`src/rtl/exe_stage.sv`:
```
// exe_stage: execute pipeline stage between decode and memory access.
// Two-entry elastic buffer: S holds latched operands and feeds the ALU,
// O holds the captured result for the memory stage. Supports backpressure,
// flush and full throughput.
// Optional forwarding to decode is enabled by defining EXE_BYPASS_EN;
// without it the es_fwd_* ports are tied to zero.

// One-hot ALU. Bit map: 0 add, 1 sub, 2 slt, 3 sltu, 4 and, 5 nor, 6 or,
// 7 xor, 8 sll, 9 srl, 10 sra, 11 lui (pass src2), 12 andn, 13 orn.
module alu (
  input  logic [13:0] alu_op,
  input  logic [31:0] alu_src1,
  input  logic [31:0] alu_src2,
  output logic [31:0] alu_result
);
  logic [4:0]  sh_s;
  logic [31:0] add_s;
  logic [31:0] sub_s;

  assign sh_s  = alu_src2[4:0];
  assign add_s = alu_src1 + alu_src2;
  assign sub_s = alu_src1 - alu_src2;

  // OR together the masked per-op results; one-hot select keeps at most one active
  always_comb begin
    alu_result = 32'd0;
    alu_result = alu_result | ({32{alu_op[0]}}  & add_s);
    alu_result = alu_result | ({32{alu_op[1]}}  & sub_s);
    alu_result = alu_result | ({32{alu_op[2]}}  & {31'd0, ($signed(alu_src1) < $signed(alu_src2))});
    alu_result = alu_result | ({32{alu_op[3]}}  & {31'd0, (alu_src1 < alu_src2)});
    alu_result = alu_result | ({32{alu_op[4]}}  & (alu_src1 & alu_src2));
    alu_result = alu_result | ({32{alu_op[5]}}  & ~(alu_src1 | alu_src2));
    alu_result = alu_result | ({32{alu_op[6]}}  & (alu_src1 | alu_src2));
    alu_result = alu_result | ({32{alu_op[7]}}  & (alu_src1 ^ alu_src2));
    alu_result = alu_result | ({32{alu_op[8]}}  & (alu_src1 << sh_s));
    alu_result = alu_result | ({32{alu_op[9]}}  & (alu_src1 >> sh_s));
    alu_result = alu_result | ({32{alu_op[10]}} & 32'($signed(alu_src1) >>> sh_s));
    alu_result = alu_result | ({32{alu_op[11]}} & alu_src2);
    alu_result = alu_result | ({32{alu_op[12]}} & (alu_src1 & ~alu_src2));
    alu_result = alu_result | ({32{alu_op[13]}} & (alu_src1 | ~alu_src2));
  end
endmodule

module exe_stage (
  input  logic        clk,
  input  logic        rst,
  input  logic        ds_to_es_valid,
  output logic        es_allowin,
  input  logic [13:0] id_alu_op,
  input  logic [31:0] id_src1,
  input  logic [31:0] id_src2,
  input  logic [4:0]  id_dest,
  input  logic        id_gr_we,
  input  logic [31:0] id_pc,
  input  logic        flush,
  input  logic        ms_allowin,
  output logic        es_to_ms_valid,
  output logic [31:0] es_pc,
  output logic [31:0] es_result,
  output logic [4:0]  es_dest,
  output logic        es_gr_we,
  output logic        es_fwd_s_valid,
  output logic        es_fwd_o_valid,
  output logic [4:0]  es_fwd_s_dest,
  output logic [4:0]  es_fwd_o_dest,
  output logic [31:0] es_fwd_s_data,
  output logic [31:0] es_fwd_o_data
);
  logic        s_valid_q, s_valid_d;
  logic [13:0] s_op_q, s_op_d;
  logic [31:0] s_src1_q, s_src1_d;
  logic [31:0] s_src2_q, s_src2_d;
  logic [4:0]  s_dest_q, s_dest_d;
  logic        s_we_q, s_we_d;
  logic [31:0] s_pc_q, s_pc_d;
  logic        o_valid_q, o_valid_d;
  logic [31:0] o_result_q, o_result_d;
  logic [4:0]  o_dest_q, o_dest_d;
  logic        o_we_q, o_we_d;
  logic [31:0] o_pc_q, o_pc_d;

  logic        o_allowin_s;
  logic        s_allowin_s;
  logic        accept_s;
  logic        s_to_o_s;
  logic        o_hs_s;
  logic [31:0] alu_result_s;

  alu u_alu (
    .alu_op     (s_op_q),
    .alu_src1   (s_src1_q),
    .alu_src2   (s_src2_q),
    .alu_result (alu_result_s)
  );

  // Ready chain and transfer conditions; flush blocks every transfer
  always_comb begin
    o_allowin_s    = !o_valid_q | ms_allowin;
    s_allowin_s    = !s_valid_q | o_allowin_s;
    es_allowin     = s_allowin_s & !rst;
    accept_s       = ds_to_es_valid & es_allowin & !flush;
    s_to_o_s       = s_valid_q & o_allowin_s & !flush;
    es_to_ms_valid = o_valid_q & !flush;
    o_hs_s         = es_to_ms_valid & ms_allowin;
  end

  // Next-state for valid bits and payloads; payloads load only on their transfer
  always_comb begin
    s_op_d     = s_op_q;
    s_src1_d   = s_src1_q;
    s_src2_d   = s_src2_q;
    s_dest_d   = s_dest_q;
    s_we_d     = s_we_q;
    s_pc_d     = s_pc_q;
    o_result_d = o_result_q;
    o_dest_d   = o_dest_q;
    o_we_d     = o_we_q;
    o_pc_d     = o_pc_q;

    if (flush) begin
      s_valid_d = 1'b0;
    end else if (accept_s) begin
      s_valid_d = 1'b1;
    end else if (s_to_o_s) begin
      s_valid_d = 1'b0;
    end else begin
      s_valid_d = s_valid_q;
    end

    if (flush) begin
      o_valid_d = 1'b0;
    end else if (s_to_o_s) begin
      o_valid_d = 1'b1;
    end else if (o_hs_s) begin
      o_valid_d = 1'b0;
    end else begin
      o_valid_d = o_valid_q;
    end

    if (accept_s) begin
      s_op_d   = id_alu_op;
      s_src1_d = id_src1;
      s_src2_d = id_src2;
      s_dest_d = id_dest;
      s_we_d   = id_gr_we;
      s_pc_d   = id_pc;
    end else begin
      s_op_d   = s_op_q;
    end

    if (s_to_o_s) begin
      o_result_d = alu_result_s;
      o_dest_d   = s_dest_q;
      o_we_d     = s_we_q;
      o_pc_d     = s_pc_q;
    end else begin
      o_result_d = o_result_q;
    end
  end

  // State registers; asynchronous reset clears both entries and all payloads
  always_ff @(posedge clk or posedge rst) begin
    if (rst) begin
      s_valid_q  <= 1'b0;
      s_op_q     <= 14'd0;
      s_src1_q   <= 32'd0;
      s_src2_q   <= 32'd0;
      s_dest_q   <= 5'd0;
      s_we_q     <= 1'b0;
      s_pc_q     <= 32'd0;
      o_valid_q  <= 1'b0;
      o_result_q <= 32'd0;
      o_dest_q   <= 5'd0;
      o_we_q     <= 1'b0;
      o_pc_q     <= 32'd0;
    end else begin
      s_valid_q  <= s_valid_d;
      s_op_q     <= s_op_d;
      s_src1_q   <= s_src1_d;
      s_src2_q   <= s_src2_d;
      s_dest_q   <= s_dest_d;
      s_we_q     <= s_we_d;
      s_pc_q     <= s_pc_d;
      o_valid_q  <= o_valid_d;
      o_result_q <= o_result_d;
      o_dest_q   <= o_dest_d;
      o_we_q     <= o_we_d;
      o_pc_q     <= o_pc_d;
    end
  end

  assign es_pc     = o_pc_q;
  assign es_result = o_result_q;
  assign es_dest   = o_dest_q;
  assign es_gr_we  = o_we_q;

`ifdef EXE_BYPASS_EN
  // S channel forwards the live ALU result; O channel forwards the captured one
  assign es_fwd_s_valid = s_valid_q & s_we_q & !flush;
  assign es_fwd_s_dest  = s_dest_q;
  assign es_fwd_s_data  = alu_result_s;
  assign es_fwd_o_valid = o_valid_q & o_we_q & !flush;
  assign es_fwd_o_dest  = o_dest_q;
  assign es_fwd_o_data  = o_result_q;
`else
  assign es_fwd_s_valid = 1'b0;
  assign es_fwd_s_dest  = 5'd0;
  assign es_fwd_s_data  = 32'd0;
  assign es_fwd_o_valid = 1'b0;
  assign es_fwd_o_dest  = 5'd0;
  assign es_fwd_o_data  = 32'd0;
`endif
endmodule

```
`config.mk`:
```
export PLATFORM = sky130hd
export DESIGN_NAME = exe_stage
export DESIGN_NICKNAME = d
export VERILOG_FILES = /design/src/rtl/exe_stage.sv
export SDC_FILE = /design/constraint.sdc
export NUM_CORES = 1
export LEC_CHECK = 0
export ABC_CLOCK_PERIOD_IN_PS = 6400
export CAP_MARGIN = 10
export CORE_AREA = 2 2 217 241
export DETAILED_ROUTE_END_ITERATION = 8
export DIE_AREA = 0 0 219 243
export PLACE_DENSITY = 0.57
export SYNTH_ARGS = -nofsm -noshare
export SYNTH_HDL_FRONTEND = slang
export SYNTH_SLANG_ARGS = --single-unit
```
`constraint.sdc`:
```
create_clock -name clk -period 6.4 [get_ports clk]
set_input_delay 0.96 -clock clk [delete_from_list [all_inputs] [get_ports clk]]
set_output_delay 0.96 -clock clk [all_outputs]
set_load 0.005 [all_outputs]
```
==> run summary, run 1 <==
Crit. End Element - register
Multi-input logic area - 0.0116 mm^2
Initial Util - 34.7%
Slew HR - 28.3%
Synthesized area - 0.0176 mm^2
Measured slew at the worst slew-check pin - 1.06 ns
Register area - 0.00472 mm^2
Routed WL per cell - 25.5 um
Hold Crit Class - register to register
Post-synth top area share - 26.7%
Inserted Diodes - 0
R2R Path Start - s_src2_q[1]$_DFFE_PP0P_
Vias post-DR - 17,400
Worst Setup EP - es_result[3]$_DFFE_PP0P_
Hold Fails Final Rpt - 0
Post-synth EDFFs - 0
Reg2reg setup slack - 2.33 ns
CTS tree - done
Port bufs - 192
Synth warn - 0
Most common cell after layout, fill and taps aside - nand2_1
Synth cell types - 97
Worst path cell trace - buf_4 > o21ai_0 > o21ai_0 > a21oi_1 > a32o_1 > a2111oi_0 > o21ai_1
Peak supply drop - 0.000225 V
Core area - 0.0507 mm^2
Post-CTS Resized - 0
Ys async rst share - 100%
Io pins - 269
Synth-to-Final Area Change - 15.2%
Critical path class - register to register
Largest net degree at the start of global routing - 87
Worst hold slack - 0.467 ns
DP Wirelength - 54,200 um
FP Rows - 87
Max Cap Violations - 0
Min cycle time layout - 4.07 ns
Worst Setup Start Kind - register
Fmax - 0.246 GHz
Design Power - 0.00649 W
FF-to-FF path depth - 7
Inst Count DP - 2,859
First-pass GRT wire length - 109,000 um
Most frequent cells in the layout - nand2_1, clkdlybuf4s50_1, dfrtp_1
Crit path depth - 7
Max Transition Viols Final - 0
Critical Path AT - 4.42 ns
Setup crit start - s_src2_q[1]$_DFFE_PP0P_
Aggregate routed wire length - 73,800 um
Global route overflow - 0
DRT iter0 DRCs - 1,875
Crit share post-route - 63.5%
Post-Syn Area per Cell - 8.30 um^2
All-layer global routing usage - 27.5%
Nets@finish - 2,463
Pwr dens - 320 mW/mm^2
R2R Path End - es_result[3]$_DFFE_PP0P_
Clock Path Buffers - 2
Drt drc - 0
Post-CTS Repair Setup Buffers - 0
H-tree levels - 4
Clock sink count - 188
Synth top area cells - dfrtp_1, ha_1, nand2_1
Die Width - 219 um
Pre-antenna DRT Iters - 6
Hold Buf Count CTS - 0
Initial antenna violation count - 1
Status - complete, no violations
Clock Latency Late Sink - 0.51 ns
Register area share after synthesis - 26.7%
Layout cells sized above 1 - 10.2%
Most used cell, CP - o21ai_0
Post-route ant nets - 0
Critical path buffers and inverters - 1
Via-to-Cell Ratio - 6.02
TritonCTS Buffers - 17
DIE AREA - 0.0532 mm^2
Critical Path RT - 6.76 ns
Vias in the first global route - 16,800
Crit-path leading delay family - compound AO/OA/AOI/OAI gates
Die height - 243 um
Filler cells - 5,228
Setup Viol. Count Final - 0
Setup TNS - 0 ns
Cell accounting for the most synthesized area - dfrtp_1
Non-filler cells, final - 2,890
Crit Path Max Fanout - 72
CTS clk-pin slew, worst paths - 0.08 ns
Routability Congestion - 1.02
Slowest cell on the critical path - o21ai_0
Leak - 8.41 nW
Final setup skew - 0.0162 ns
Unrepaired setup endpoints after global routing - false
Post-synthesis cell count - 2,121
CTS root buf - clkbuf_16
Synth Flop Type - dfrtp_1
Synth Register Bits - 188
Largest stage delay on the critical path - 0.86 ns
## synthesized netlist by cell type (all sizes together) (31+ instances only)
master  number
mux2        74
buf        131
o21ai      172
a211oi      33
nor3        40
dfrtp      188
nand3       31
mux4        40
inv        104
ha         129
nand2      300
nor2       166
mux2i       72
clkbuf      97
a21oi      155
## worst min-delay path by stage
stage / startpoint / endpoint / slack [ns] / cells after the start
3_3_place_gp: s_we_q$_DFFE_PP0P_ / es_gr_we$_DFFE_PP0P_ / 0.44 / 2
6_report: s_pc_q[0]$_DFFE_PP0P_ / es_pc[0]$_DFFE_PP0P_ / 0.47 / 2
3_5_place_dp: s_pc_q[0]$_DFFE_PP0P_ / es_pc[0]$_DFFE_PP0P_ / 0.45 / 2
4_1_cts: s_pc_q[0]$_DFFE_PP0P_ / es_pc[0]$_DFFE_PP0P_ / 0.47 / 2
5_1_grt: s_pc_q[0]$_DFFE_PP0P_ / es_pc[0]$_DFFE_PP0P_ / 0.49 / 2
2_1_floorplan: s_dest_q[0]$_DFFE_PP0P_ / es_dest[0]$_DFFE_PP0P_ / 0.43 / 2
## worst min-delay path, delay by kind of cell (launching register included)
kind,cells,cell delay (ns)
AND/OR/NAND/NOR,2,0.10
flip-flops,1,0.34
## per-layer routing
metal	wire length (um)	global-route usage, %	up-vias
met5	0	0	-
met4	4360	16.3	0
met3	7010	6.24	194
met2	32100	40.7	1050
met1	30300	36.5	8448
li1	-	-	7716
## cell families after synthesis
family,synth area share [%]
flip-flops,26.7
AO/OA/AOI/OAI,23.7
buffers and inverters,9.34
multiplexers,14.2
other,0.0213
adder cells (fa/ha/maj),9.39
XOR/XNOR,0.199
AND/OR/NAND/NOR,16.4
## per-stage QoR
| step | setup WS [ns] | util [%] | cell area, um^2 |
|---|---|---|---|
| finish | 2.33 | 40.0 | 20300 |
| global route | 2.26 | 40.0 | 20300 |
| CTS | 2.47 | 40.0 | 20300 |
| detailed placement | 2.22 | 38.8 | 19700 |
| global placement | 2.19 | 38.8 | 19700 |
| floorplan | 0.326 | - | 17900 |
## where the power goes
| part | leakage [nW] | total, W | switching, W | internal (W) |
|---|---|---|---|---|
| Clock | 0.298 | 0.00117 | 0.000575 | 0.000590 |
| Combinational | 5.89 | 0.00354 | 0.00216 | 0.00138 |
| Sequential | 2.22 | 0.00178 | 0.000351 | 0.00143 |
## state kept, by name (all words and copies together), names as in the netlist, 5 cells and up
signal and flops:
s_op_q 14, es_pc 32, es_dest 5, s_src2_q 32
s_src1_q 32, es_result 32, s_pc_q 32, s_dest_q 5
## cell type report
type,count,share of cell area (%)
clock inverter,14,0.870
inverter,107,2.02
tap,667,4.11
sequential,188,23.2
timing repair buffer,224,10.7
multi-input combinational,1673,57.0
clock buffer,17,2.10
Power figures use the tool's default switching activity.
==> inputs of run 2 (changes only) <==
--- a/config.mk
+++ b/config.mk
@@ -5,7 +5,7 @@
 export SDC_FILE = /design/constraint.sdc
 export NUM_CORES = 1
 export LEC_CHECK = 0
-export ABC_CLOCK_PERIOD_IN_PS = 6400
+export ABC_CLOCK_PERIOD_IN_PS = 3300
 export CAP_MARGIN = 10
 export CORE_AREA = 2 2 217 241
 export DETAILED_ROUTE_END_ITERATION = 8
==> constraint.sdc (replaced) <==
create_clock -name clk -period 3.3 [get_ports clk]
set_input_delay 0.495 -clock clk [delete_from_list [all_inputs] [get_ports clk]]
set_output_delay 0.495 -clock clk [all_outputs]
set_load 0.005 [all_outputs]
==> run summary, run 2 (synthesis results as in run 1) <==
R2R Path End - es_result[9]$_DFFE_PP0P_
Measured slew at the worst slew-check pin - 0.819 ns
Drt drc - 0
Worst hold slack - 0.459 ns
Core area - 0.0507 mm^2
Fmax - 0.309 GHz
FF-to-FF path depth - 13
Pwr dens - 615 mW/mm^2
Die Width - 219 um
All-layer global routing usage - 29.7%
Hold Crit Class - register to register
Nets@finish - 2,639
Setup crit start - s_src2_q[1]$_DFFE_PP0P_
Design Power - 0.0134 W
DIE AREA - 0.0532 mm^2
Aggregate routed wire length - 80,000 um
Hold Fails Final Rpt - 0
Slowest cell on the critical path - dfrtp_4
H-tree levels - 4
Max Cap Violations - 0
Unrepaired setup endpoints after global routing - true
Setup TNS - 0 ns
Peak supply drop - 0.000336 V
Max Transition Viols Final - 0
Most used cell, CP - buf_4
Leak - 9.31 nW
Most frequent cells in the layout - nand2_1, clkdlybuf4s50_1, buf_4
Slew HR - 44.9%
Pre-antenna DRT Iters - 6
Layout cells sized above 1 - 16.8%
Routability Congestion - 1.01
Vias in the first global route - 17,700
Inserted Diodes - 0
Routed WL per cell - 26.1 um
Clock sink count - 188
Global route overflow - 0
Critical Path RT - 3.66 ns
DP Wirelength - 60,800 um
Largest net degree at the start of global routing - 92
First-pass GRT wire length - 117,000 um
Crit share post-route - 98.2%
Worst Setup EP - es_result[9]$_DFFE_PP0P_
Worst path cell trace - inv_2 > buf_4 > ha_1 > or2_2 > o221ai_1 > buf_4 > a21oi_1 > o211ai_1 > a21oi_1 > o311a_1 > o32ai_2 > buf_4 > a31oi_1
Via-to-Cell Ratio - 6.00
Most common cell after layout, fill and taps aside - nand2_1
Initial Util - 34.7%
Min cycle time layout - 3.24 ns
Initial antenna violation count - 4
Crit Path Max Fanout - 4
CTS clk-pin slew, worst paths - 0.08 ns
Port bufs - 192
Post-CTS Repair Setup Buffers - 0
Clock Path Buffers - 2
Largest stage delay on the critical path - 0.50 ns
Status - complete, no violations
Crit. End Element - register
CTS tree - done
Die height - 243 um
Critical Path AT - 3.60 ns
DRT iter0 DRCs - 1,979
Critical path class - register to register
FP Rows - 87
Synth-to-Final Area Change - 23.8%
R2R Path Start - s_src2_q[1]$_DFFE_PP0P_
TritonCTS Buffers - 17
Setup Viol. Count Final - 0
Post-route ant nets - 0
Final setup skew - 0.0143 ns
Clock Latency Late Sink - 0.49 ns
CTS root buf - clkbuf_16
Io pins - 269
Reg2reg setup slack - 0.06 ns
Worst Setup Start Kind - register
Vias post-DR - 18,400
-- run 2: layer usage --
| metal | GRT usage (%) | vias to the layer above | routed length (um) |
|---|---|---|---|
| met3 | 7.59 | 197 | 8490 |
| met2 | 44.8 | 1111 | 34900 |
| met4 | 13.9 | 8 | 3930 |
| met5 | 0 | - | 57 |
| li1 | - | 8078 | - |
| met1 | 39.6 | 9010 | 32600 |
-- run 2: power by group --
part / switching [W] / internal (W) / leakage, nW
logic: 0.00471 / 0.00331 / 6.82
clock network: 0.00111 / 0.000993 / 0.273
registers: 0.000496 / 0.00278 / 2.22
-- run 2: worst max-delay path, delay by kind of cell, from the launching register on --
family / cells / cell delay, ns
buf+inv: 4 / 0.61
simple gates: 1 / 0.28
flops: 1 / 0.50
compound gates: 7 / 1.52
fa+ha+maj: 1 / 0.21
-- run 2: worst min path at each step --
stage	startpoint	to	slack, ns	depth (start not counted)
floorplan	s_dest_q[0]$_DFFE_PP0P_	es_dest[0]$_DFFE_PP0P_	0.43	2
global placement	s_pc_q[11]$_DFFE_PP0P_	es_pc[11]$_DFFE_PP0P_	0.44	2
detailed placement	s_pc_q[24]$_DFFE_PP0P_	es_pc[24]$_DFFE_PP0P_	0.45	2
CTS	s_pc_q[14]$_DFFE_PP0P_	es_pc[14]$_DFFE_PP0P_	0.46	2
global route	s_pc_q[14]$_DFFE_PP0P_	es_pc[14]$_DFFE_PP0P_	0.48	2
finish	s_pc_q[29]$_DFFE_PP0P_	es_pc[29]$_DFFE_PP0P_	0.46	2
-- run 2: area by class of cell --
cell class / count / area, um^2
clock buffer: 18 / 429
clock inverter: 14 / 131
fill: 5068 / 28900
inverter: 107 / 405
multi-input combinational: 1673 / 11600
sequential: 188 / 4710
tap: 667 / 835
timing repair buffer: 400 / 3700
-- run 2: through the flow --
step	area, um^2	instances	util [%]	worst slack (ns)
4_1_cts	21700	3066	42.8	0.0505
2_1_floorplan	17900	2196	-	0.0188
5_1_grt	21800	3067	43.0	-0.0451
3_3_place_gp	21200	3034	41.7	0.0920
6_report	21800	3067	43.0	0.0601
3_5_place_dp	21200	3034	41.7	0.0839
-- run 2: timing repair --
action                     in CTS  in global routing
resized for setup               0                  6
setup endpoints to repair       0                  8
hold buffers                    0                  0
==> inputs of run 3 (changes only) <==
--- a/config.mk
+++ b/config.mk
@@ -11,6 +11,7 @@
 export DETAILED_ROUTE_END_ITERATION = 8
 export DIE_AREA = 0 0 219 243
 export PLACE_DENSITY = 0.57
+export RECOVER_POWER = 100
 export SYNTH_ARGS = -nofsm -noshare
 export SYNTH_HDL_FRONTEND = slang
 export SYNTH_SLANG_ARGS = --single-unit
==> run summary, run 3 (synthesis results as in run 1) <==
Status - finished, violations left
Violated checks - max-capacitance violations, max-slew violations
Clock Path Buffers - 2
Crit Path Max Fanout - 5
Logic gate share of total power - 59.6%
Register area - 0.00471 mm^2
Clock sink count - 188
DP Wirelength - 60,800 um
CTS clk-pin slew, worst paths - 0.08 ns
Design Power - 0.0133 W
Worst path cell trace - inv_2 > buf_4 > ha_1 > or2_2 > o221ai_1 > buf_4 > o21ai_2 > o21ai_1 > a311oi_2 > buf_4 > a31oi_1 > mux2i_1 > a31oi_1
Die height - 243 um
Final setup skew - 0.0156 ns
Hold Buf Count CTS - 0
Slew HR - -46.0%
Setup Viol. Count Final - 0
Leak - 9.26 nW
Drt drc - 0
Routability Congestion - 1.01
Vias in the first global route - 17,700
FP Rows - 87
Min cycle time layout - 3.24 ns
Unrepaired setup endpoints after global routing - true
Critical path class - register to register
Max Cap Violations - 2
R2R Path Start - s_src2_q[1]$_DFFE_PP0P_
First-pass GRT wire length - 117,000 um
TritonCTS Buffers - 17
Reg2reg setup slack - 0.06 ns
Pre-antenna DRT Iters - 9
Initial Util - 34.7%
Switching Power - 0.00631 W
Most frequent cells in the layout - nand2_1, dfrtp_1, buf_4
Crit share post-route - 98.1%
H-tree levels - 4
Vias post-DR - 18,300
Fmax - 0.309 GHz
Multi-input logic area - 0.0116 mm^2
Critical Path RT - 3.68 ns
Max Transition Viols Final - 108
Crit path depth - 13
Hold Crit Class - register to register
Critical path buffers and inverters - 4
R2R Path End - es_result[31]$_DFFE_PP0P_
Synth-to-Final Area Change - 23.2%
Via-to-Cell Ratio - 5.98
DIE AREA - 0.0532 mm^2
FF-to-FF path depth - 13
Routed WL per cell - 26.0 um
All-layer global routing usage - 29.7%
Setup crit start - s_src2_q[1]$_DFFE_PP0P_
Flop pwr share - 24.5%
Final worst setup slack - 0.0617 ns
Peak supply drop - 0.000334 V
Crit-path leading delay family - compound AO/OA/AOI/OAI gates
Port bufs - 192
Global route overflow - 0
Pwr dens - 613 mW/mm^2
Io pins - 269
DRT iter0 DRCs - 2,071
Largest net degree at the start of global routing - 92
Measured slew at the worst slew-check pin - 2.19 ns
Hold Fails Final Rpt - 0
Inserted Diodes - 0
Clock power frac - 15.8%
Internal power - 0.00699 W
Nets@finish - 2,639
Most common cell after layout, fill and taps aside - nand2_1
Initial antenna violation count - 4
Clock Latency Late Sink - 0.50 ns
Worst Setup EP - es_result[31]$_DFFE_PP0P_
Die Width - 219 um
Critical Path AT - 3.62 ns
Aggregate routed wire length - 79,900 um
Crit. End Element - register
Post-route ant nets - 0
Most used cell, CP - buf_4
Largest stage delay on the critical path - 0.50 ns
Filler cells - 5,087
Switch share - 47.5%
Layout cells sized above 1 - 16.4%
Pre-CTS setup slack - 0.0839 ns
Core area - 0.0507 mm^2
CTS root buf - clkbuf_16
Final Core Density - 42.8%
Worst Setup Start Kind - register
Slowest cell on the critical path - dfrtp_4
CTS tree - done
## run 3: changes by cell type in the layout (fill, tap and decap cells not counted), sizes merged
cell / before / now
clkdlybuf4s50: 192 / 119
dlygate4sd3: 0 / 73
buf: 207 / 192
clkbuf: 19 / 34
## run 3: power groups by stage
stage / registers (W) / logic (W) / clock network [W]
5_1_grt: 0.00332 / 0.00841 / 0.00226
6_report: 0.00326 / 0.00793 / 0.00211
3_5_place_dp: 0.00329 / 0.00775 / 0
4_1_cts: 0.00326 / 0.00779 / 0.00219
3_3_place_gp: 0.00328 / 0.00773 / 0
2_1_floorplan: 0.00318 / 0.00447 / 0
## run 3: metrics by stage
step | std cells | hold WS, ns | area (um^2) | setup TNS, ns
finish | 3067 | 0.459 | 21700 | 0
global route | 3067 | 0.484 | 21700 | -0.0451
CTS | 3066 | 0.463 | 21700 | 0
detailed placement | 3034 | 0.450 | 21200 | 0
global placement | 3034 | 0.442 | 21200 | 0
floorplan | 2196 | 0.435 | 17900 | 0
## run 3: timing repair
action / 4_1_cts / 5_1_grt
setup endpoints to repair: 0 / 8
gates resized for setup: 0 / 6
setup buffers: 0 / 0
## run 3: layout make-up
| cell class | instances | share of cell area (%) |
|---|---|---|
| repair buffers | 400 | 16.6 |
| clock buffers | 18 | 1.98 |
| clock inverters | 14 | 0.606 |
| flip-flops and latches | 188 | 21.7 |
| well taps | 667 | 3.85 |
| multi-input cells | 1673 | 53.4 |
| inverters | 107 | 1.86 |
## run 3: worst min-delay path: stages, from the launching register on
cell and delay [ns]:
dfrtp_1 0.34, nand2_1 0.05, nand2_1 0.05
## run 3: how the worst min path moves through the flow
| stage | endpoint | slack, ns | cells past startpoint | from |
|---|---|---|---|---|
| finish | es_pc[14]$_DFFE_PP0P_ | 0.46 | 2 | s_pc_q[14]$_DFFE_PP0P_ |
| global route | es_pc[14]$_DFFE_PP0P_ | 0.48 | 2 | s_pc_q[14]$_DFFE_PP0P_ |
| CTS | es_pc[14]$_DFFE_PP0P_ | 0.46 | 2 | s_pc_q[14]$_DFFE_PP0P_ |
| detailed placement | es_pc[24]$_DFFE_PP0P_ | 0.45 | 2 | s_pc_q[24]$_DFFE_PP0P_ |
| global placement | es_pc[11]$_DFFE_PP0P_ | 0.44 | 2 | s_pc_q[11]$_DFFE_PP0P_ |
| floorplan | es_dest[0]$_DFFE_PP0P_ | 0.43 | 2 | s_dest_q[0]$_DFFE_PP0P_ |
## run 3: per-layer routing
layer / up-vias / GRT usage, % / share of wire, %
met5: - / 0 / 0.071
li1: 8072 / - / -
met1: 8984 / 39.6 / 40
met4: 8 / 13.9 / 5.2
met3: 215 / 7.59 / 11
met2: 1067 / 44.8 / 44
